### src/rtl/fp_sqrt_defs_pkg.sv
// fp_sqrt_defs_pkg
// Shared definitions for the floating-point square-root block: controller
// state encodings, result-mux codes (also used by the datapath result mux),
// default iteration count, and the special-operand classifier.
package fp_sqrt_defs_pkg;

  typedef logic [2:0] fsm_state_t;
  typedef logic [1:0] res_sel_t;

  // 24 mantissa bits plus 2 guard bits for single precision.
  localparam int ITERS_DEFAULT     = 26;
  localparam int CNT_WIDTH_DEFAULT = 5;

  localparam fsm_state_t ST_IDLE  = 3'd0;
  localparam fsm_state_t ST_LOAD  = 3'd1;
  localparam fsm_state_t ST_CHECK = 3'd2;
  localparam fsm_state_t ST_ITER  = 3'd3;
  localparam fsm_state_t ST_ROUND = 3'd4;
  localparam fsm_state_t ST_WRITE = 3'd5;
  localparam fsm_state_t ST_DONE  = 3'd6;

  localparam res_sel_t RES_NORM = 2'b00;
  localparam res_sel_t RES_ZERO = 2'b01;
  localparam res_sel_t RES_INF  = 2'b10;
  localparam res_sel_t RES_NAN  = 2'b11;

  // Negative non-zero operands (including -inf) produce NaN; -0 keeps its
  // sign through the zero path, so zero must mask the negative check.
  function automatic res_sel_t classify(input logic nan, input logic inf,
                                        input logic zero, input logic neg);
    if (nan || (neg && !zero)) return RES_NAN;
    else if (inf)              return RES_INF;
    else if (zero)             return RES_ZERO;
    else                       return RES_NORM;
  endfunction

endpackage

### src/rtl/fp_sqrt_iter_counter.sv
// fp_sqrt_iter_counter
// Recurrence step counter. Counts up from 0 and saturates at ITERS-1.
// Ports:
//   clk, rst_n : clock, async active-low reset
//   clr        : synchronous clear to 0 (priority over en)
//   en         : advance one step (held once terminal count is reached)
//   cnt        : current step index
//   tc         : terminal count, high while cnt == ITERS-1
module fp_sqrt_iter_counter #(
  parameter int ITERS     = 26,
  parameter int CNT_WIDTH = 5
) (
  input  logic                 clk,
  input  logic                 rst_n,
  input  logic                 clr,
  input  logic                 en,
  output logic [CNT_WIDTH-1:0] cnt,
  output logic                 tc
);

  logic [CNT_WIDTH-1:0] cnt_q, cnt_d;

  assign tc  = (cnt_q == CNT_WIDTH'(ITERS - 1));
  assign cnt = cnt_q;

  always_comb begin
    cnt_d = cnt_q;
    if (clr)            cnt_d = '0;
    else if (en && !tc) cnt_d = cnt_q + 1'b1;
  end

  always_ff @(posedge clk or negedge rst_n) begin
    if (!rst_n) cnt_q <= '0;
    else        cnt_q <= cnt_d;
  end

endmodule

### src/rtl/fp_sqrt_controller.sv
// fp_sqrt_controller
// Sequencing FSM for the iterative radix-2 square-root datapath.
// Ports:
//   clk, rst_n                 : clock, async active-low reset
//   start                      : operation request (honoured in IDLE only)
//   flag_nan/inf/zero/neg      : operand classification, sampled in CHECK
//   ld_en/exp_en/iter_en/
//   round_en/res_en            : one-hot datapath step enables
//   res_sel                    : result mux select, held from CHECK to CHECK
//   iter_cnt                   : current recurrence step index
//   busy                       : high outside IDLE
//   done                       : one-cycle completion pulse
//
// state | meaning
// IDLE  | waiting for start
// LOAD  | capture operand
// CHECK | classify operand, compute exponent for normal operands
// ITER  | one recurrence step per cycle, ITERS cycles
// ROUND | round to nearest even
// WRITE | load result register
// DONE  | completion pulse
module fp_sqrt_controller
  import fp_sqrt_defs_pkg::*;
#(
  parameter int ITERS     = ITERS_DEFAULT,
  parameter int CNT_WIDTH = CNT_WIDTH_DEFAULT
) (
  input  logic                 clk,
  input  logic                 rst_n,
  input  logic                 start,
  input  logic                 flag_nan,
  input  logic                 flag_inf,
  input  logic                 flag_zero,
  input  logic                 flag_neg,
  output logic                 ld_en,
  output logic                 exp_en,
  output logic                 iter_en,
  output logic                 round_en,
  output logic                 res_en,
  output logic [1:0]           res_sel,
  output logic [CNT_WIDTH-1:0] iter_cnt,
  output logic                 busy,
  output logic                 done
);

  fsm_state_t state_q, state_d;
  res_sel_t   res_sel_q, res_sel_d;
  res_sel_t   sel_now;
  logic       in_check, normal_op, cnt_tc;

  assign sel_now   = classify(flag_nan, flag_inf, flag_zero, flag_neg);
  assign in_check  = (state_q == ST_CHECK);
  assign normal_op = in_check && (sel_now == RES_NORM);

  fp_sqrt_iter_counter #(
    .ITERS     (ITERS),
    .CNT_WIDTH (CNT_WIDTH)
  ) u_iter_cnt (
    .clk   (clk),
    .rst_n (rst_n),
    .clr   (normal_op),
    .en    (state_q == ST_ITER),
    .cnt   (iter_cnt),
    .tc    (cnt_tc)
  );

  always_comb begin
    state_d   = state_q;
    res_sel_d = res_sel_q;
    case (state_q)
      ST_IDLE:  if (start) state_d = ST_LOAD;
      ST_LOAD:  state_d = ST_CHECK;
      ST_CHECK: begin
        res_sel_d = sel_now;
        state_d   = (sel_now == RES_NORM) ? ST_ITER : ST_WRITE;
      end
      ST_ITER:  if (cnt_tc) state_d = ST_ROUND;
      ST_ROUND: state_d = ST_WRITE;
      ST_WRITE: state_d = ST_DONE;
      ST_DONE:  state_d = ST_IDLE;
      default:  state_d = ST_IDLE;
    endcase
  end

  always_ff @(posedge clk or negedge rst_n) begin
    if (!rst_n) begin
      state_q   <= ST_IDLE;
      res_sel_q <= RES_NORM;
    end else begin
      state_q   <= state_d;
      res_sel_q <= res_sel_d;
    end
  end

  // exp_en is the one flag-dependent output: the exponent step only runs
  // when CHECK commits to the recurrence path.
  assign ld_en    = (state_q == ST_LOAD);
  assign exp_en   = normal_op;
  assign iter_en  = (state_q == ST_ITER);
  assign round_en = (state_q == ST_ROUND);
  assign res_en   = (state_q == ST_WRITE);
  assign done     = (state_q == ST_DONE);
  assign busy     = (state_q != ST_IDLE);
  assign res_sel  = res_sel_q;

endmodule

### config.mk
export PLATFORM = sky130hd
export DESIGN_NAME = fp_sqrt_controller
export DESIGN_NICKNAME = d
export VERILOG_FILES = /design/src/rtl/fp_sqrt_defs_pkg.sv /design/src/rtl/fp_sqrt_iter_counter.sv /design/src/rtl/fp_sqrt_controller.sv
export SDC_FILE = /design/constraint.sdc
export NUM_CORES = 1
export LEC_CHECK = 0
export BUFFER_PORTS_ARGS = -buffer_cell sky130_fd_sc_hd__buf_2
export CAP_MARGIN = 20
export CORE_MARGIN = 1
export CORE_UTILIZATION = 35
export CTS_CLUSTER_DIAMETER = 60
export DETAILED_ROUTE_END_ITERATION = 6
export PLACE_DENSITY = 0.62
export RECOVER_POWER = 50
export REMOVE_ABC_BUFFERS = 1
export SLEW_MARGIN = 20
export SYNTH_ARGS = -nofsm -noshare
export SYNTH_HDL_FRONTEND = slang
export SYNTH_SLANG_ARGS = --single-unit
### constraint.sdc
create_clock -name clk -period 2.24 [get_ports clk]
set_input_delay 0.672 -clock clk [delete_from_list [all_inputs] [get_ports clk]]
set_output_delay 0.672 -clock clk [all_outputs]
set_load 0.02 [all_outputs]
==> out/qor.yml <==
sta:
  holdWs_ns: 0.349
  worst_slew_pin_slew_ns: 0.527
  setup_viol: 1
  clock_skew_ns: 0.00341
  final_hold_viol_count: 0
  rsz0062_at_grt: "true"
  final.min_clock_period_ns: 2.24
  setup-tns-final_ns: -0.00304
  finalCritPeriodShare_pct: 100
  relSlewSlack_pct: 64.9
  finalMaxSlewViolations: 0
  max_clock_freq_mhz: 446
  layout_setup_ws_ns: -0.00304
final_layout:
  nets: 102
  final_common_cell: "buf_2"
  final_cell_mix: "15 x buf_2, 10 x dfrtp_1, 6 x buf_4"
  antenna_cells: 0
  layout-drive-gt1-share_pct: 34.1
  area_growth_pct: 30.6
worst_setup_path:
  critPathRequiredTime_ns: 1.57
  setup.worst_path.start: "flag_neg"
  reg2reg_from: "u_iter_cnt.cnt[0]$_DFFE_PN0P_"
  cp_max_fo: 3
  cp-start-kind: "primary input"
  critical_path_class: "in2out"
  path_common_cell: "buf_6"
  cpPeakStageDelay_ns: 0.55
  crit_chain: "buf_6, or4_4, nor2_4, buf_6"
  cp_num_buf_inv: 2
  end_kind: "output pin"
  slowest_stage: "or4_4"
  path_delay_family: "simple AND/OR/NAND/NOR gates"
  arrival_ns: 1.57
power_and_ir_drop:
  vdd_drop_max_v: 0.000571
  power.leakage_uw: 0.000384
  pwr_density_cell_nw_per_um2: 1370
  power_uw: 1080
logic_synthesis:
  ys_top_cells_by_area: "dfrtp_1 41%, ha_1 4.1%, nor2_1 3.7%, nor3b_1 3.7%, o21ai_0 3.3%"
  async_flop_share_pct: 100
  syn_area_um2: 604
  syn_inst: 66
  seq_area_frac_synth_pct: 41.4
  syn-mean-instance-area_um2: 9.16
  post-synth-top-area-cell: "dfrtp_1"
  ys_ff_latch: 10
  synthFlopType: "dfrtp_1"
  yosys.area.top_type_share_pct: 41.4
  ys_warn_count: 0
  synth_edf_count: 0
  synth.lib_cells_used.distinct: 28
placement:
  gp_congestion: 0.739
  dpl.hpwl_um: 982
  pre_cts_slack_ns: -0.0918
  port_buffers: 20
clock_network:
  clkLatencyLatePin_ns: 0.27
  cts_hold_buf: 0
  cts_buffer_depth: 2
  clkTransAtPathRegs_ns: 0.07
  htreeDepth: 1
  cts.sinks: 10
  cts_tree: "done"
  clockRootBuffer: "clkbuf_4"
  cts_buffers: 3
global_routing:
  grt_pass1_wl_um: 2330
  grt_antenna_before_repair: 0
  grt_overflow: 0
  grt_max_degree: 12
  grt.total_usage_pct: 17.0
  grt_pass1_vias: 532
floorplanning:
  die-area_um2: 1900
  start_util_pct: 38.8
  core_um2: 1560
  die_y_um: 43.6
  rows: 14
  num_io_pins: 21
  die_w_um: 43.6
detailed_routing:
  antenna_left: 0
  drt_first_pass_iters: 5
  avgRoutedWirePerCell_um: 12.6
  vias_per_cell: 5.31
  drt_iter0_markers: 16
  drc: 4
  vias: 568
  wirelength_um: 1350
run_status:
  outcome: "finished, violations left"
  violations: "DRC, setup timing"
flow_run:
  max_cap_viol_count: 0
min_path:
  hp-class: "in2async"
## metal layers
metal / GRT usage (%) / routed length (um) / part of all wire [%] / vias up
met4: 15.0 / 21 / 1.6 / 0
met3: 2.50 / 55 / 4.1 / 2
li1: - / - / - / 294
met1: 21.4 / 626 / 46 / 256
met2: 25.1 / 647 / 48 / 16
met5: 0 / 0 / 0 / -
## worst paths after layout
path | endpoint | slack, ns | cells after the start
max | exp_en | -0.003 | 4
min reg2reg | res_sel[1]$_DFFE_PN0N_ | 0.52 | 2
max in group asynchronous | state_q[1]$_DFFE_PN0P_ | 1.54 | 1
min | u_iter_cnt.cnt[2]$_DFFE_PN0P_ | 0.35 | 1
max reg2reg | u_iter_cnt.cnt[1]$_DFFE_PN0P_ | 0.70 | 4
min in group clk | res_sel[1]$_DFFE_PN0N_ | 0.52 | 2
## final cells by class
type,count,area (um2)
Fill cell,156,769
Timing Repair Buffer,26,154
Multi-Input combinational cell,48,328
Inverter,4,15.0
Sequential cell,10,250
Tap cell,16,20.0
Clock buffer,3,22.5
## cell usage after synthesis (3+ instances only)
| cell | n |
|---|---|
| nand2b_1 | 3 |
| and3_1 | 3 |
| nor2_1 | 6 |
| or3_1 | 3 |
| o21ai_0 | 4 |
| inv_1 | 4 |
| a21oi_1 | 3 |
| dfrtp_1 | 10 |
| nor3b_1 | 3 |
| clkbuf_1 | 3 |
| nand2_1 | 3 |
## cells by family after synthesis
group	after synthesis	synth area share, %
AND/OR/NAND/NOR	29	29.0
AO/OA/AOI/OAI	17	19.9
flip-flops	10	41.4
buffers and inverters	8	5.59
adder cells (fa/ha/maj)	2	4.14
## registers in the layout, indices dropped and copies added, names as in the netlist
| register | count |
|---|---|
| res_sel | 2 |
| u_iter_cnt.cnt | 5 |
| state_q | 3 |
## where the power goes
| group | leakage [uW] | switching [uW] | total [uW] | internal [uW] |
|---|---|---|---|---|
| combinational | 0.000255 | 362 | 618 | 256 |
| clock | 0.0000138 | 62.5 | 125 | 62.1 |
| sequential | 0.000115 | 73.4 | 340 | 267 |
| total | 0.000384 | 498 | 1080 | 585 |
## worst reg2reg max path: stages (launching register included)
cell     delay (ns)
dfrtp_1        0.44
ha_1           0.23
and4b_1        0.28
and3_1         0.22
a211o_1        0.26
## timing repair
item / CTS / global route
setup buffers: 0 / 0
endpoints found under the setup margin: 1 / 1
endpoints found under the hold margin: 0 / 0
pin swaps: 0 / 0
cloned: 0 / 0
gates resized for setup: 5 / 0
## stage by stage
stage	instances	area [um2]	util, %
2_1_floorplan	62	586	-
3_3_place_gp	104	751	48.2
3_5_place_dp	104	751	48.2
4_1_cts	107	793	50.9
5_1_grt	107	790	50.6
6_report	107	790	50.6
(Power assumes the default switching activity.)
